==> src/rtl/desafio_pkg.sv <==
// desafio_pkg: shared types and constants for the challenge-generator game blocks.
//   estado_t   : game FSM states
//   RES_*      : comparator result codes (anything other than RES_ACERTO is a miss)
//   LFSR_W/TAPS: 8-bit Fibonacci LFSR, taps 8,6,5,4
//   lfsr_next  : one LFSR step
package desafio_pkg;

  typedef enum logic [1:0] {OCIOSO, SORTEIA, AGUARDA, FIM} estado_t;

  localparam logic [1:0] RES_ACERTO = 2'b00;
  localparam logic [1:0] RES_ERRO   = 2'b01;

  localparam int             LFSR_W    = 8;
  localparam logic [LFSR_W-1:0] LFSR_TAPS = 8'hB8;  // bits 7,5,4,3 = taps 8,6,5,4

  // Shift left, feedback = parity of tapped bits enters at bit 0.
  function automatic logic [LFSR_W-1:0] lfsr_next(input logic [LFSR_W-1:0] v);
    return {v[LFSR_W-2:0], ^(v & LFSR_TAPS)};
  endfunction

endpackage

==> src/rtl/lfsr_desafio.sv <==
// lfsr_desafio: free-running 8-bit Fibonacci LFSR shared by the game blocks.
//   clk      in  clock, advances on every rising edge outside reset
//   rst      in  async active-high reset, loads RST_VAL
//   carregar in  load semente instead of advancing
//   semente  in  value loaded by carregar
//   valor    out current LFSR value
module lfsr_desafio
  import desafio_pkg::*;
#(
  parameter logic [LFSR_W-1:0] RST_VAL = 8'hA5
) (
  input  logic              clk,
  input  logic              rst,
  input  logic              carregar,
  input  logic [LFSR_W-1:0] semente,
  output logic [LFSR_W-1:0] valor
);

  logic [LFSR_W-1:0] lfsr_q, lfsr_d;

  always_comb begin
    lfsr_d = carregar ? semente : lfsr_next(lfsr_q);
  end

  always_ff @(posedge clk or posedge rst) begin
    if (rst) lfsr_q <= RST_VAL;
    else     lfsr_q <= lfsr_d;
  end

  assign valor = lfsr_q;

endmodule

==> src/rtl/gerador_desafio.sv <==
// gerador_desafio: producer side of the comparator interface. Draws secret bits
// A_Pin/B_Pin and mode modoB from an LFSR each round, waits for the player's
// confirma strobe, scores resultado and stops after N_RODADAS rounds.
//   clk, rst         clock, async active-high reset
//   iniciar          start/restart (accepted in OCIOSO or FIM only)
//   confirma         one-cycle attempt strobe (accepted in AGUARDA only)
//   resultado[1:0]   comparator code, 2'b00 = hit
//   A_Pin,B_Pin,modoB secret bits and compare mode, latched in SORTEIA
//   acertos,erros,rodada  per-game counters
//   ativo, fim_jogo  status flags
// Optional: define GERADOR_TIMEOUT_EN to score a miss after TIMEOUT_CICLOS
// cycles in AGUARDA without confirma.
module gerador_desafio
  import desafio_pkg::*;
#(
  parameter int                N_RODADAS      = 8,
  parameter logic [LFSR_W-1:0] SEED           = 8'hA5,
  parameter int                TIMEOUT_CICLOS = 1000
) (
  input  logic       clk,
  input  logic       rst,
  input  logic       iniciar,
  input  logic       confirma,
  input  logic [1:0] resultado,
  output logic       A_Pin,
  output logic       B_Pin,
  output logic       modoB,
  output logic [3:0] acertos,
  output logic [3:0] erros,
  output logic [3:0] rodada,
  output logic       ativo,
  output logic       fim_jogo
);

  if (N_RODADAS < 1 || N_RODADAS > 15) begin : g_bad_rodadas
    $error("N_RODADAS must be 1..15");
  end
  if (SEED == '0) begin : g_bad_seed
    $error("SEED must be nonzero");
  end
  if (TIMEOUT_CICLOS < 1) begin : g_bad_timeout
    $error("TIMEOUT_CICLOS must be >= 1");
  end

  estado_t           estado_q, estado_d;
  logic [3:0]        acertos_q, acertos_d, erros_q, erros_d, rodada_q, rodada_d;
  logic [2:0]        pinos_q, pinos_d;   // {modoB, B, A}
  logic              carregar;
  logic [LFSR_W-1:0] lfsr_val;
  logic              tempo_esgotado;

  lfsr_desafio #(.RST_VAL(SEED)) u_lfsr (
    .clk      (clk),
    .rst      (rst),
    .carregar (carregar),
    .semente  (SEED),
    .valor    (lfsr_val)
  );

`ifdef GERADOR_TIMEOUT_EN
  localparam int TMR_W = $clog2(TIMEOUT_CICLOS) + 1;
  logic [TMR_W-1:0] tmr_q, tmr_d;

  assign tempo_esgotado = (tmr_q == TMR_W'(TIMEOUT_CICLOS - 1));

  // Cleared while in SORTEIA so every AGUARDA entry starts at zero.
  always_comb begin
    tmr_d = '0;
    if (estado_q == AGUARDA) tmr_d = tmr_q + 1'b1;
  end

  always_ff @(posedge clk or posedge rst) begin
    if (rst) tmr_q <= '0;
    else     tmr_q <= tmr_d;
  end
`else
  assign tempo_esgotado = 1'b0;
`endif

  always_comb begin
    estado_d  = estado_q;
    acertos_d = acertos_q;
    erros_d   = erros_q;
    rodada_d  = rodada_q;
    pinos_d   = pinos_q;
    carregar  = 1'b0;
    case (estado_q)
      OCIOSO, FIM: begin
        if (iniciar) begin
          estado_d  = SORTEIA;
          acertos_d = '0;
          erros_d   = '0;
          rodada_d  = '0;
          carregar  = 1'b1;
        end
      end
      SORTEIA: begin
        pinos_d  = lfsr_val[2:0];
        estado_d = AGUARDA;
      end
      AGUARDA: begin
        // confirma wins over a simultaneous timeout and is scored by resultado.
        if (confirma || tempo_esgotado) begin
          if (confirma && resultado == RES_ACERTO) acertos_d = acertos_q + 1'b1;
          else                                     erros_d   = erros_q + 1'b1;
          rodada_d = rodada_q + 1'b1;
          estado_d = (rodada_q + 4'd1 == 4'(N_RODADAS)) ? FIM : SORTEIA;
        end
      end
      default: estado_d = OCIOSO;
    endcase
  end

  always_ff @(posedge clk or posedge rst) begin
    if (rst) begin
      estado_q  <= OCIOSO;
      acertos_q <= '0;
      erros_q   <= '0;
      rodada_q  <= '0;
      pinos_q   <= '0;
    end else begin
      estado_q  <= estado_d;
      acertos_q <= acertos_d;
      erros_q   <= erros_d;
      rodada_q  <= rodada_d;
      pinos_q   <= pinos_d;
    end
  end

  assign A_Pin    = pinos_q[0];
  assign B_Pin    = pinos_q[1];
  assign modoB    = pinos_q[2];
  assign acertos  = acertos_q;
  assign erros    = erros_q;
  assign rodada   = rodada_q;
  assign ativo    = (estado_q == SORTEIA) || (estado_q == AGUARDA);
  assign fim_jogo = (estado_q == FIM);

endmodule

==> config.mk <==
export PLATFORM = sky130hd
export DESIGN_NAME = gerador_desafio
export DESIGN_NICKNAME = d
export VERILOG_FILES = /design/src/rtl/desafio_pkg.sv /design/src/rtl/lfsr_desafio.sv /design/src/rtl/gerador_desafio.sv
export SDC_FILE = /design/constraint.sdc
export NUM_CORES = 1
export LEC_CHECK = 0
export ABC_AREA = 1
export BUFFER_PORTS_ARGS = -buffer_cell sky130_fd_sc_hd__buf_2
export CELL_PAD_IN_SITES_DETAIL_PLACEMENT = 2
export CELL_PAD_IN_SITES_GLOBAL_PLACEMENT = 2
export CORE_ASPECT_RATIO = 0.5
export CORE_MARGIN = 1.5
export CORE_UTILIZATION = 35
export CTS_CLUSTER_DIAMETER = 200
export DETAILED_ROUTE_END_ITERATION = 8
export PLACE_DENSITY = 0.86
export SLEW_MARGIN = 20
export SYNTH_ARGS = -nofsm -noshare
export SYNTH_HDL_FRONTEND = slang
export SYNTH_HIERARCHICAL = 1
export SYNTH_SLANG_ARGS = --single-unit
==> constraint.sdc <==
create_clock -name clk -period 3.03 [get_ports clk]
set_clock_uncertainty 0.2 [all_clocks]
set_input_delay 0.1515 -clock clk [delete_from_list [all_inputs] [get_ports clk]]
set_output_delay 0.1515 -clock clk [all_outputs]
set_load 0.05 [all_outputs]
Word-level counts from Yosys, hierarchy flattened --
Index checks and enable logic that the tools add are counted.
Word-level totals: register bits 25, bits in latches 0, memory bits (writable) 0, ROM bits 0, output and inout bits 17, logic and storage cells 44, memories 0
Cells by class: add/sub/neg operators 3, multiply operators 0, divide/modulo/power cells 0, order comparisons 0, eq/ne operators 8, shifts and indexed selects 0, multiplexer cells 16, bitwise gates (word level) 0, reductions and logical operators 11
Operators by type and width (number):
- 4-bit 2-to-1 mux | 6
- 4-bit one-hot mux with 2 select lines | 3
- 4-bit by 1-bit adder with 4-bit output, second input constant | 3
- 8-bit 2-to-1 mux | 1
- 2-bit != test, second input constant | 4
- 4-bit AND reduction | 2
- 8-bit parity | 1
- 2-bit 2-to-1 mux | 3
- 2-bit one-hot mux with 3 select lines | 1
- 2-bit == test, second input constant | 2
- 4-bit == test, second input constant | 1
- 2-bit zero test | 2
- 3-bit AND reduction | 1
- 2-bit by 1-bit == test with 1-bit output, second input constant | 1
- 1-bit 2-to-1 mux | 2
- 2-bit AND reduction | 1
- 2-bit nonzero test | 1
- 2-bit OR reduction | 1
- 1-bit logical AND | 1
- 1-bit logical OR | 1

Logic depth before layout (Yosys ltp) --
Gate-level depths: netlist of the first run.
depth in word-level cells 5, gate-level depth with buffers 11, gate-level depth less buffers 10

Modules after synthesis --
Netlist of the first run, hierarchy kept.
By module, submodules not included:
- gerador_desafio | times used 1, cells each 120, area an instance 1024.7 um2, sequential area each 425.4 um2
- lfsr_desafio | times used 1, cells each 48, area an instance 371.6 um2, sequential area each 205.2 um2

Least setup slack after synthesis of the first run --
Ideal clock, no wire load.
path kind register to register, start point register estado_q[0], end point register erros_q[2], in the netlist erros[2], arrival time 1.419 ns, required time 2.712 ns, path slack 1.293 ns, cell stages (with the launch flop) 11, buffers on the path 0, cells stage by stage dfrtp_1 > inv_1 > ha_1 > nand2_2 > nand2_4 > nor2_8 > inv_8 > nor2_8 > inv_2 > nand2_1 > nand2_1
On the way: word-level cells in the longest chain between the ends 4, elaborated cells between the ends (all ways) 10
RTL lines:
- start, declared | line gerador_desafio.sv:45 | estado_t estado_q, estado_d;
- start signal, assigned | line gerador_desafio.sv:122 | estado_q <= estado_d;
- 2-bit == test or 2-bit zero test (tied branches) | line gerador_desafio.sv:87 | case (estado_q)
- 2-bit OR reduction | line gerador_desafio.sv:87
- 2-bit != test (no line) or 2-bit nonzero test (tied branches)
- 4-bit AND reduction (no line)
- end signal, assigned | line gerador_desafio.sv:124 | erros_q <= erros_d;
- end, declared | line gerador_desafio.sv:46 | logic [3:0] acertos_q, acertos_d, erros_q, erros_d, rodada_q, rodada_d;
Several ways; a longest one is shown, not always the timed one. A chain may end at the register's enable or synchronous reset.

Worst setup path after layout of the first run --
Ends and elaborated chain as after synthesis.

==> metrics.cfg, run 1 <==
[clocking]
clock_latency_ns = 0.27
cts_buffers = 3
hold_buffers = 1
clockBufferDepth = 2
clkTransAtPathRegs_ns = 0.09
cts_max_level = 1
cts_resized = 0
ctsRootBufferMaster = clkbuf_8
cts_sinks = 25
cts_tree = yes
postCtsSetupBuffers = 0

[sta]
max_slew.worst_pin.slew_ns = 0.707
rsz0062_at_grt = false
slew_violations = 0
hold_viol = 0
setup_viol = 0
slew_headroom_pct = 52.8
fin_setup_tns_ns = 0
post-route-period-util_pct = 65.1
max_freq_ghz = 0.507
fin_crit_ns = 1.97

[critical_path]
crit_arrival_ns = 1.93
worstPathRequired_ns = 2.99
cp-start-kind = flip-flop
path_class = flip-flop to flip-flop
cp_max_fo = 8
crit_path_end_kind = flip-flop

[synth]
synth.mux.area_fraction_pct = 0
synth-edff-count = 0
synth-async-reset-ratio_pct = 100
synth_top_family_by_area = simple AND/OR/NAND/NOR gates
synth_compound_area_share_pct = 4.39
synthDistinctLibCells = 24
avgSynthCellArea_sq_um = 8.31
yosysWarnings = 6
ys.flop_type = dfrtp_1
synthXorXnorAreaFrac_pct = 3.14
ys_seq_area_share_pct = 45.2
ys_seq_elements = 25
netlist_instances = 168
synth_fa_ha_area_share_pct = 6.27
synth_area_sq_mm = 0.00140
synthSimpleGateAreaFrac_pct = 31.8

[floorplan]
die_h_um = 47.7
dieArea_sq_mm = 0.00440
rows = 15
coreArea_sq_mm = 0.00362
io_pins = 23
die_w_um = 92.3
start_util_pct = 38.5

[global_route]
antenna_found_initial = 0
grt_max_degree = 18
grt_pass1_vias = 1245
grt_usage_pct = 17.7
grt-ovfl-total = 0
grt_pass1_wl_mm = 5.79

[layout]
antenna-diode-count = 0
syn2layout_area_growth_pct = 16.8
fillCellCount = 438
post-route-util_pct = 45.0
drive_above_1_share_pct = 21.6
nNetsFinal = 213

[placement]
io_buffers = 22
routabilityCongestion = 0.788
post-dp-hpwl_mm = 2.72

[power]
cellPowerDensity_mw_per_mm2 = 1100
p_leak_uw = 0.000937
p_total_uw = 1800
vdd_ir_drop_max_mv = 0.355

[routing]
drtIter0Drc = 19
remaining_drc_errors = 0
totalWireLength_mm = 3.47
ant_nets = 0
viasPerCell = 4.62
wl_per_cell_um = 13.9
num_vias = 1154
dr.pass1.iters = 4

[flow_run]
drv_cap = 0

[run_status]
status = complete, no violations

[hold_path]
hp-class = primary input to flip-flop

[area by class of cell]
cell class | count | area (sq um) | share of cell area (%)
multi-input combinational | 123 | 667 | 40.9
tap | 51 | 63.8 | 3.91
timing repair buffer | 23 | 120 | 7.37
inverter | 24 | 103 | 6.29
sequential | 25 | 631 | 38.7
clock inverter | 1 | 5.00 | 0.307
clock buffer | 3 | 41.3 | 2.53
[critical path, stage by stage, from the launching register on]
cell	delay, ns
dfrtp_1	0.41
inv_1	0.06
ha_1	0.39
nand2_2	0.13
nand2_4	0.09
nor2_8	0.19
inv_8	0.07
nor2_8	0.11
inv_2	0.06
nand2_1	0.07
nand2_1	0.07
[through the flow]
step	hold slack, ns	worst slack, ns	instances	instance area, sq um
final	0.117	1.06	250	1630
after global placement	-0.0828	1.16	245	1570
after detailed placement	-0.0633	1.08	245	1570
after floorplan	-0.236	1.29	174	1420
after global routing	0.172	0.909	250	1630
after CTS	0.130	1.04	250	1630
[routing by layer]
layer | global-route usage (%) | vias to the layer above | part of all wire (%) | routed length, um
met3 | 3.97 | 0 | 2.0 | 70
met1 | 20.9 | 571 | 46 | 1610
met2 | 34.4 | 16 | 52 | 1790
met4 | 4.31 | 0 | 0 | 0
li1 | - | 567 | - | -
met5 | 0 | - | 0 | 0
[kinds of logic (layout without fill, tap and decap cells)]
group	Yosys count	after routing
AND/OR/NAND/NOR	92	92
adder cells (fa/ha/maj)	7	7
XOR/XNOR	5	5
other	2	8
AO/OA/AOI/OAI	11	11
flip-flops	25	25
buffers and inverters	26	51
[state kept, by name (all words and copies together), names as in the netlist]
name,count
pinos_q,3
rodada,4
estado_q,2
erros,4
u_lfsr/valor,8
acertos,4
[cells in the mapped netlist (2+ instances only)]
cell type	instances	area [sq um]
conb_1	2	7.51
ha_1	7	87.6
o21ai_0	4	20.0
nand2_1	65	244
dfrtp_1	21	526
inv_1	20	75.1
nor2_8	3	60.1
nand3_1	12	60.1
a21oi_1	5	25.0
nor2_1	6	22.5
inv_2	2	7.51
dfstp_2	4	105
nor2_4	2	22.5
nand2_4	2	22.5
xor2_1	4	35.0
[power breakdown]
| group | leakage (uW) | internal [uW] | switching, uW |
|---|---|---|---|
| clock | 0.0000255 | 92.1 | 112 |
| combinational | 0.000595 | 280 | 742 |
| sequential | 0.000317 | 468 | 102 |
| total | 0.000937 | 840 | 957 |
[placed cells by master (no fill, tap or decap)]
cell           instances
nor2_1                 6
nand4_1                1
nand2_4                2
ha_1                   7
nand3_1               12
buf_2                 22
clkbuf_8               3
a21oi_1                5
a21oi_2                1
nand2_1               65
o31ai_1                1
inv_8                  1
dfstp_2                4
o21ai_0                4
xnor2_1                1
clkinv_2               1
nand2_2                1
inv_1                 20
conb_1                 8
clkinv_4               1
dfrtp_1               21
nor2_8                 3
dlygate4sd3_1          1
nor2_4                 2
inv_2                  2
xor2_1                 4
[final timing paths]
kind | start | endpoint | slack [ns] | depth (start not counted)
min in group asynchronous | rst | u_lfsr/valor[4] | 0.19 | 3
max in group asynchronous | rst | acertos[3] | 1.83 | 3
worst max-delay path | estado_q[0] | erros[2] | 1.06 | 10
worst min register to register | u_lfsr/valor[6] | u_lfsr/valor[7] | 0.27 | 2
worst max register to register | estado_q[0] | erros[2] | 1.06 | 10
worst min-delay path | iniciar | estado_q[1] | 0.12 | 6
(Power assumes the default switching activity.)
==> inputs of run 2 (changes only) <==
--- a/config.mk
+++ b/config.mk
@@ -11,10 +11,10 @@
 export CELL_PAD_IN_SITES_GLOBAL_PLACEMENT = 2
 export CORE_ASPECT_RATIO = 0.5
 export CORE_MARGIN = 1.5
-export CORE_UTILIZATION = 35
+export CORE_UTILIZATION = 32
 export CTS_CLUSTER_DIAMETER = 200
 export DETAILED_ROUTE_END_ITERATION = 8
-export PLACE_DENSITY = 0.86
+export PLACE_DENSITY = 0.8
 export SLEW_MARGIN = 20
 export SYNTH_ARGS = -nofsm -noshare
 export SYNTH_HDL_FRONTEND = slang
==> constraint.sdc (replaced) <==
create_clock -name clk -period 2.1 [get_ports clk]
set_clock_uncertainty 0.2 [all_clocks]
set_input_delay 0.105 -clock clk [delete_from_list [all_inputs] [get_ports clk]]
set_output_delay 0.105 -clock clk [all_outputs]
set_load 0.05 [all_outputs]
==> run 2 against run 1 <==
Against the previous run:
- cell area up 1.6%
- first-iteration DRC count decreased by 53%
- largest cell class unchanged
- die area rose by 8.9%
- largest power group unchanged
==> metrics.cfg, run 2 (synthesis gave the netlist of run 1 again) <==
[run_status]
status = complete, no violations  ; unchanged

[layout]
mostFrequentLayoutCells = nand2_1 (65), buf_2 (22), dfrtp_1 (21), inv_1 (20), nand3_1 (12)  ; unchanged
post-route-util_pct = 41.0  ; was 45.0%
fillCellCount = 488  ; was 438
mostFrequentLayoutCell = nand2_1  ; unchanged
largest_register_ffs = 8  ; unchanged
nNetsFinal = 216  ; was 213
antenna-diode-count = 0  ; unchanged
instances_no_fill = 256  ; was 250
drive_above_1_share_pct = 22.8  ; was 21.6%
syn2layout_area_growth_pct = 18.6  ; was 16.8%

[routing]
wl_per_cell_um = 12.7  ; was 13.9 um
routed.top_layer = met4  ; was met3
num_vias = 1130  ; was 1154
viasPerCell = 4.41  ; was 4.62
wl_met2_mm = 1.64  ; was 1.79 mm
totalWireLength_mm = 3.25  ; was 3.47 mm
dr.pass1.iters = 3  ; was 4
dr_wl_met3_um = 87  ; was 70 um
remaining_drc_errors = 0  ; unchanged
drtIter0Drc = 9  ; was 19
ant_nets = 0  ; unchanged
wl_met1_mm = 1.50  ; was 1.61 mm

[critical_path]
max_stage_delay_ns = 0.41  ; about the same
crit_chain = inv_1 -> ha_1 -> nand2_2 -> nand2_4 -> nor2_8 -> inv_8 -> nor2_8 -> inv_2 -> nand2_1 -> nand2_1  ; unchanged
worstPathRequired_ns = 2.07  ; was 2.99 ns
cp-start-kind = flip-flop  ; unchanged
slowest_stage = dfrtp_1  ; unchanged
path_class = flip-flop to flip-flop  ; unchanged
crit_path_end_kind = flip-flop  ; unchanged
cp_max_fo = 8  ; unchanged
crit_arrival_ns = 1.89  ; was 1.93 ns

[flow_run]
drv_cap = 0  ; unchanged

[placement]
post-dp-hpwl_mm = 2.60  ; was 2.72 mm
detailedPlace.worstSlack_ns = 0.197  ; was 1.08 ns
io_buffers = 22  ; unchanged
routabilityCongestion = 0.713  ; was 0.788
placed_cells = 251  ; was 245

[global_route]
antenna_found_initial = 0  ; unchanged
grt-ovfl-total = 0  ; unchanged
grt_pass1_vias = 1235  ; was 1245
grt_usage_pct = 15.9  ; was 17.7%
grt_pass1_wl_mm = 5.67  ; was 5.79 mm
grt_max_degree = 18  ; unchanged

[floorplan]
die_h_um = 49.7  ; was 47.7 um
coreArea_sq_mm = 0.00404  ; was 0.00362 sq mm
rows = 16  ; was 15
die_w_um = 96.4  ; was 92.3 um
start_util_pct = 34.5  ; was 38.5%
dieArea_sq_mm = 0.00479  ; was 0.00440 sq mm
io_pins = 23  ; unchanged

[sta]
slew_violations = 0  ; unchanged
slew_headroom_pct = 54.8  ; was 52.8%
setup_viol = 0  ; unchanged
setup_slack_ns = 0.183  ; was 1.06 ns
max_slew.worst_pin.slew_ns = 0.677  ; was 0.707 ns
max_freq_ghz = 0.522  ; was 0.507 GHz
post-route-period-util_pct = 91.3  ; was 65.1%
rsz0062_at_grt = false  ; unchanged
fin_crit_ns = 1.92  ; was 1.97 ns
hold_viol = 0  ; unchanged
fin_setup_tns_ns = 0  ; unchanged

[clocking]
clkTransAtPathRegs_ns = 0.09  ; about the same
cts_tree = yes  ; unchanged
hold_buffers = 1  ; unchanged
cts_sinks = 25  ; unchanged
clockBufferDepth = 2  ; unchanged
cts_buffers = 3  ; unchanged
clock_latency_ns = 0.27  ; about the same
postCtsSetupBuffers = 0  ; unchanged
ctsRootBufferMaster = clkbuf_8  ; unchanged
cts_max_level = 1  ; unchanged
cts_resized = 0  ; unchanged

[power]
cellPowerDensity_mw_per_mm2 = 1550  ; was 1100 mW/mm^2
p_total_uw = 2580  ; was 1800 uW
p_leak_uw = 0.000953  ; was 0.000937 uW
vdd_ir_drop_max_mv = 0.530  ; was 0.355 mV

[hold_path]
hp-class = primary input to flip-flop  ; unchanged

==> run 2: cell count changes in the layout (fill, tap and decap cells not counted), sizes merged <==
cell / before / now
buf: 22 / 25
==> run 2: area by class of cell <==
cell class,instances,area [sq um],share of cell area [%]
clock inverter,1,5.00,0.302
tap,54,67.6,4.08
inverter,24,103,6.19
sequential,25,631,38.1
multi-input combinational,123,667,40.3
clock buffer,3,41.3,2.49
timing repair buffer,26,143,8.61
==> run 2: layer usage <==
layer  track usage (%)  up-vias
met4              3.62        0
li1                  -      572
met2              28.6       11
met5                 0        -
met1              18.9      545
met3              4.17        2
==> run 2: final timing paths <==
path | cells past startpoint | slack, ns | startpoint | end
setup reg to reg | 10 | 0.18 | estado_q[0] | erros[1]
min in group asynchronous | 3 | 0.13 | rst | u_lfsr/valor[4]
setup / recovery | 10 | 0.18 | estado_q[0] | erros[1]
hold reg to reg | 2 | 0.25 | u_lfsr/valor[6] | u_lfsr/valor[7]
max in group asynchronous | 3 | 0.99 | rst | rodada[1]
hold / removal | 6 | 0.07 | iniciar | estado_q[1]
==> run 2: critical path, delay by kind of cell, from the launching register on <==
| family | cells | cell delay, ns |
|---|---|---|
| buffers and inverters | 3 | 0.20 |
| DFF | 1 | 0.41 |
| adders and majority gates | 1 | 0.39 |
| and+or+nand+nor | 6 | 0.62 |
==> run 2: power by group <==
part,switching [uW],internal [uW]
sequential,141,676
clock,158,133
combinational,1040,429
total,1340,1240
==> run 2: metrics by stage <==
step	hold WS [ns]	instance area (sq um)
after floorplan	-0.282	1420
after global routing	0.0776	1660
final	0.0684	1660
after detailed placement	-0.116	1600
after CTS	0.0710	1660
after global placement	-0.124	1600
==> inputs of run 3 (changes only) <==
--- a/config.mk
+++ b/config.mk
@@ -6,15 +6,15 @@
 export NUM_CORES = 1
 export LEC_CHECK = 0
 export ABC_AREA = 1
-export BUFFER_PORTS_ARGS = -buffer_cell sky130_fd_sc_hd__buf_2
 export CELL_PAD_IN_SITES_DETAIL_PLACEMENT = 2
 export CELL_PAD_IN_SITES_GLOBAL_PLACEMENT = 2
-export CORE_ASPECT_RATIO = 0.5
+export CORE_ASPECT_RATIO = 1.2
 export CORE_MARGIN = 1.5
-export CORE_UTILIZATION = 32
+export CORE_UTILIZATION = 36
 export CTS_CLUSTER_DIAMETER = 200
 export DETAILED_ROUTE_END_ITERATION = 8
-export PLACE_DENSITY = 0.8
+export DONT_BUFFER_PORTS = 1
+export PLACE_DENSITY = 0.79
 export SLEW_MARGIN = 20
 export SYNTH_ARGS = -nofsm -noshare
 export SYNTH_HDL_FRONTEND = slang
==> run 3 against run 2 <==
Against the previous run:
- cell area decreased by 2.4%
- first-iteration DRC count increased to 2.9 times the previous value
- non-clock buffer count decreased by 13
- setup slack got worse by 0.017 ns
- sequential power increased by 18%
- critical path depth increased by 1
- largest cell class unchanged
- global-route usage increased by 2.5 points
==> metrics.cfg, run 3 (synthesis gave the netlist of run 1 again) <==
[power]
p_leak_uw = 0.000892  ; was 0.000953 uW
sw_frac_of_total_pct = 52.8  ; was 52.0%
power.switching_uw = 1350  ; was 1340 uW
p_int_uw = 1200  ; was 1240 uW
p_total_uw = 2550  ; was 2580 uW
combPwrFrac_pct = 50.8  ; was 57.0%
vdd_ir_drop_max_mv = 0.559  ; was 0.530 mV
power_frac_clock_pct = 11.4  ; was 11.3%
seqPwrFrac_pct = 37.8  ; was 31.7%
cellPowerDensity_mw_per_mm2 = 1580  ; was 1550 mW/mm^2

[critical_path]
ff2ff_setup_slack_ns = 0.17  ; was 0.18 ns
worstRegToRegCells = 11  ; was 10
worstPathRequired_ns = 2.07  ; about the same
crit_path_end_kind = flip-flop  ; unchanged
r2r_end = erros[2]  ; was erros[1]
crit_arrival_ns = 1.90  ; was 1.89 ns
worstReg2RegStart = estado_q[0]  ; unchanged
cp_max_fo = 8  ; unchanged
cp-start-kind = flip-flop  ; unchanged
path_class = flip-flop to flip-flop  ; unchanged

[placement]
placed_cells = 234  ; was 251
placed_cell_area_sq_mm = 0.00154  ; was 0.00160 sq mm
io_buffers = 0  ; was 22
post-dp-hpwl_mm = 2.67  ; was 2.60 mm
routabilityCongestion = 0.758  ; was 0.713

[sta]
max_slew.worst_pin.slew_ns = 0.732  ; was 0.677 ns
fin_crit_ns = 1.93  ; was 1.92 ns
slew_headroom_pct = 51.1  ; was 54.8%
fin_setup_tns_ns = 0  ; unchanged
hold_viol = 0  ; unchanged
rsz0062_at_grt = false  ; unchanged
max_freq_ghz = 0.517  ; was 0.522 GHz
whs_ns = 0.00168  ; was 0.0684 ns
setup_viol = 0  ; unchanged
slew_violations = 0  ; unchanged
post-route-period-util_pct = 92.1  ; was 91.3%

[routing]
ant_nets = 0  ; unchanged
remaining_drc_errors = 0  ; unchanged
totalWireLength_mm = 3.30  ; was 3.25 mm
wl_per_cell_um = 13.7  ; was 12.7 um
drtIter0Drc = 26  ; was 9
viasPerCell = 4.59  ; was 4.41
num_vias = 1105  ; was 1130
dr.pass1.iters = 2  ; was 3

[floorplan]
coreArea_sq_mm = 0.00366  ; was 0.00404 sq mm
rows = 24  ; was 16
start_util_pct = 38.1  ; was 34.5%
dieArea_sq_mm = 0.00426  ; was 0.00479 sq mm
io_pins = 23  ; unchanged
die_h_um = 71.2  ; was 49.7 um
die_w_um = 59.9  ; was 96.4 um

[clocking]
ctsRootBufferMaster = clkbuf_8  ; unchanged
cts_buffers = 3  ; unchanged
cts_max_level = 1  ; unchanged
clockBufferDepth = 2  ; unchanged
postCtsSetupBuffers = 0  ; unchanged
clock_latency_ns = 0.27  ; about the same
cts_tree = yes  ; unchanged
cts_sinks = 25  ; unchanged
clkTransAtPathRegs_ns = 0.09  ; about the same

[layout]
mostFrequentLayoutCells = nand2_1 (65), dfrtp_1 (21), inv_1 (20), nand3_1 (12), buf_4 (10)  ; was nand2_1 (65), buf_2 (22), dfrtp_1 (21), inv_1 (20), nand3_1 (12)
fillCellCount = 449  ; was 488
fin_area_sq_mm = 0.00162  ; was 0.00166 sq mm
mostFrequentLayoutCell = nand2_1  ; unchanged
largest_register_ffs = 8  ; unchanged
syn2layout_area_growth_pct = 15.8  ; was 18.6%
ff_latch_area_sq_um = 631  ; unchanged
multi_input_area_sq_um = 667  ; unchanged
drive_above_1_share_pct = 16.4  ; was 22.8%
instances_no_fill = 241  ; was 256
nNetsFinal = 203  ; was 216
antenna-diode-count = 0  ; unchanged

[flow_run]
drv_cap = 0  ; unchanged

[hold_path]
whs_endpoint = acertos[1]  ; was estado_q[1]
holdCritStartpoint = resultado[0]  ; was iniciar
hp-class = primary input to flip-flop  ; unchanged
hold_depth = 5  ; was 6

[global_route]
grt_usage_pct = 18.4  ; was 15.9%
grt-ovfl-total = 0  ; unchanged
grt_pass1_vias = 1318  ; was 1235
grt_pass1_wl_mm = 5.93  ; was 5.67 mm
antenna_found_initial = 0  ; unchanged
grt_max_degree = 18  ; unchanged

[run_status]
status = complete, no violations  ; unchanged

==> run 3: how the worst max path moves through the flow <==
stage	endpoint	slack, ns	from
finish	erros[2]	0.17	estado_q[0]
global route	erros[2]	0.007	estado_q[0]
CTS	erros[2]	0.13	estado_q[0]
global placement	erros[2]	0.25	estado_q[0]
floorplan	erros[2]	0.36	estado_q[0]
detailed placement	acertos[3]	0.15	estado_q[0]
==> run 3: worst max-delay path, stage by stage (launching register included) <==
cell	delay [ns]
dfrtp_1	0.41
inv_1	0.07
ha_1	0.29
buf_4	0.19
nand2_4	0.07
nand2_4	0.08
nor2_8	0.18
inv_8	0.07
nor2_8	0.11
inv_2	0.06
nand2_1	0.06
nand2_1	0.05
==> run 3: stage by stage <==
step,util [%],setup WS (ns)
global route,44.1,0.00660
detailed placement,42.0,0.146
CTS,44.1,0.134
global placement,42.0,0.250
finish,44.1,0.166
floorplan,-,0.363
==> run 3: final cells by class <==
| cell class | count | area share, % |
|---|---|---|
| Sequential cell | 25 | 39.0 |
| Multi-Input combinational cell | 123 | 41.3 |
| Clock inverter | 1 | 0.310 |
| Tap cell | 52 | 4.02 |
| Timing Repair Buffer | 13 | 6.50 |
| Inverter | 24 | 6.35 |
| Clock buffer | 3 | 2.55 |
==> run 3: repair_timing <==
item	4_1_cts	5_1_grt
hold endpoints to repair	29	0
hold buffers	3	0
gates resized for setup	0	0
==> run 3: per-layer routing <==
metal | part of all wire, % | global-route usage, % | wire length [um] | vias up
met1 | 38 | 20.4 | 1260 | 541
met4 | 1.3 | 5.19 | 42 | 0
li1 | - | - | - | 544
met3 | 2.0 | 2.17 | 65 | 5
met2 | 59 | 35.5 | 1930 | 15
met5 | 0 | 0 | 0 | -
==> run 3: power groups by stage <==
stage               Combinational, uW  Sequential [uW]  Clock [uW]
floorplan                         965             1020           0
global placement                 1240              962           0
detailed placement               1320              977           0
CTS                              1330              967         300
global route                     1470              990         322
finish                           1300              962         291
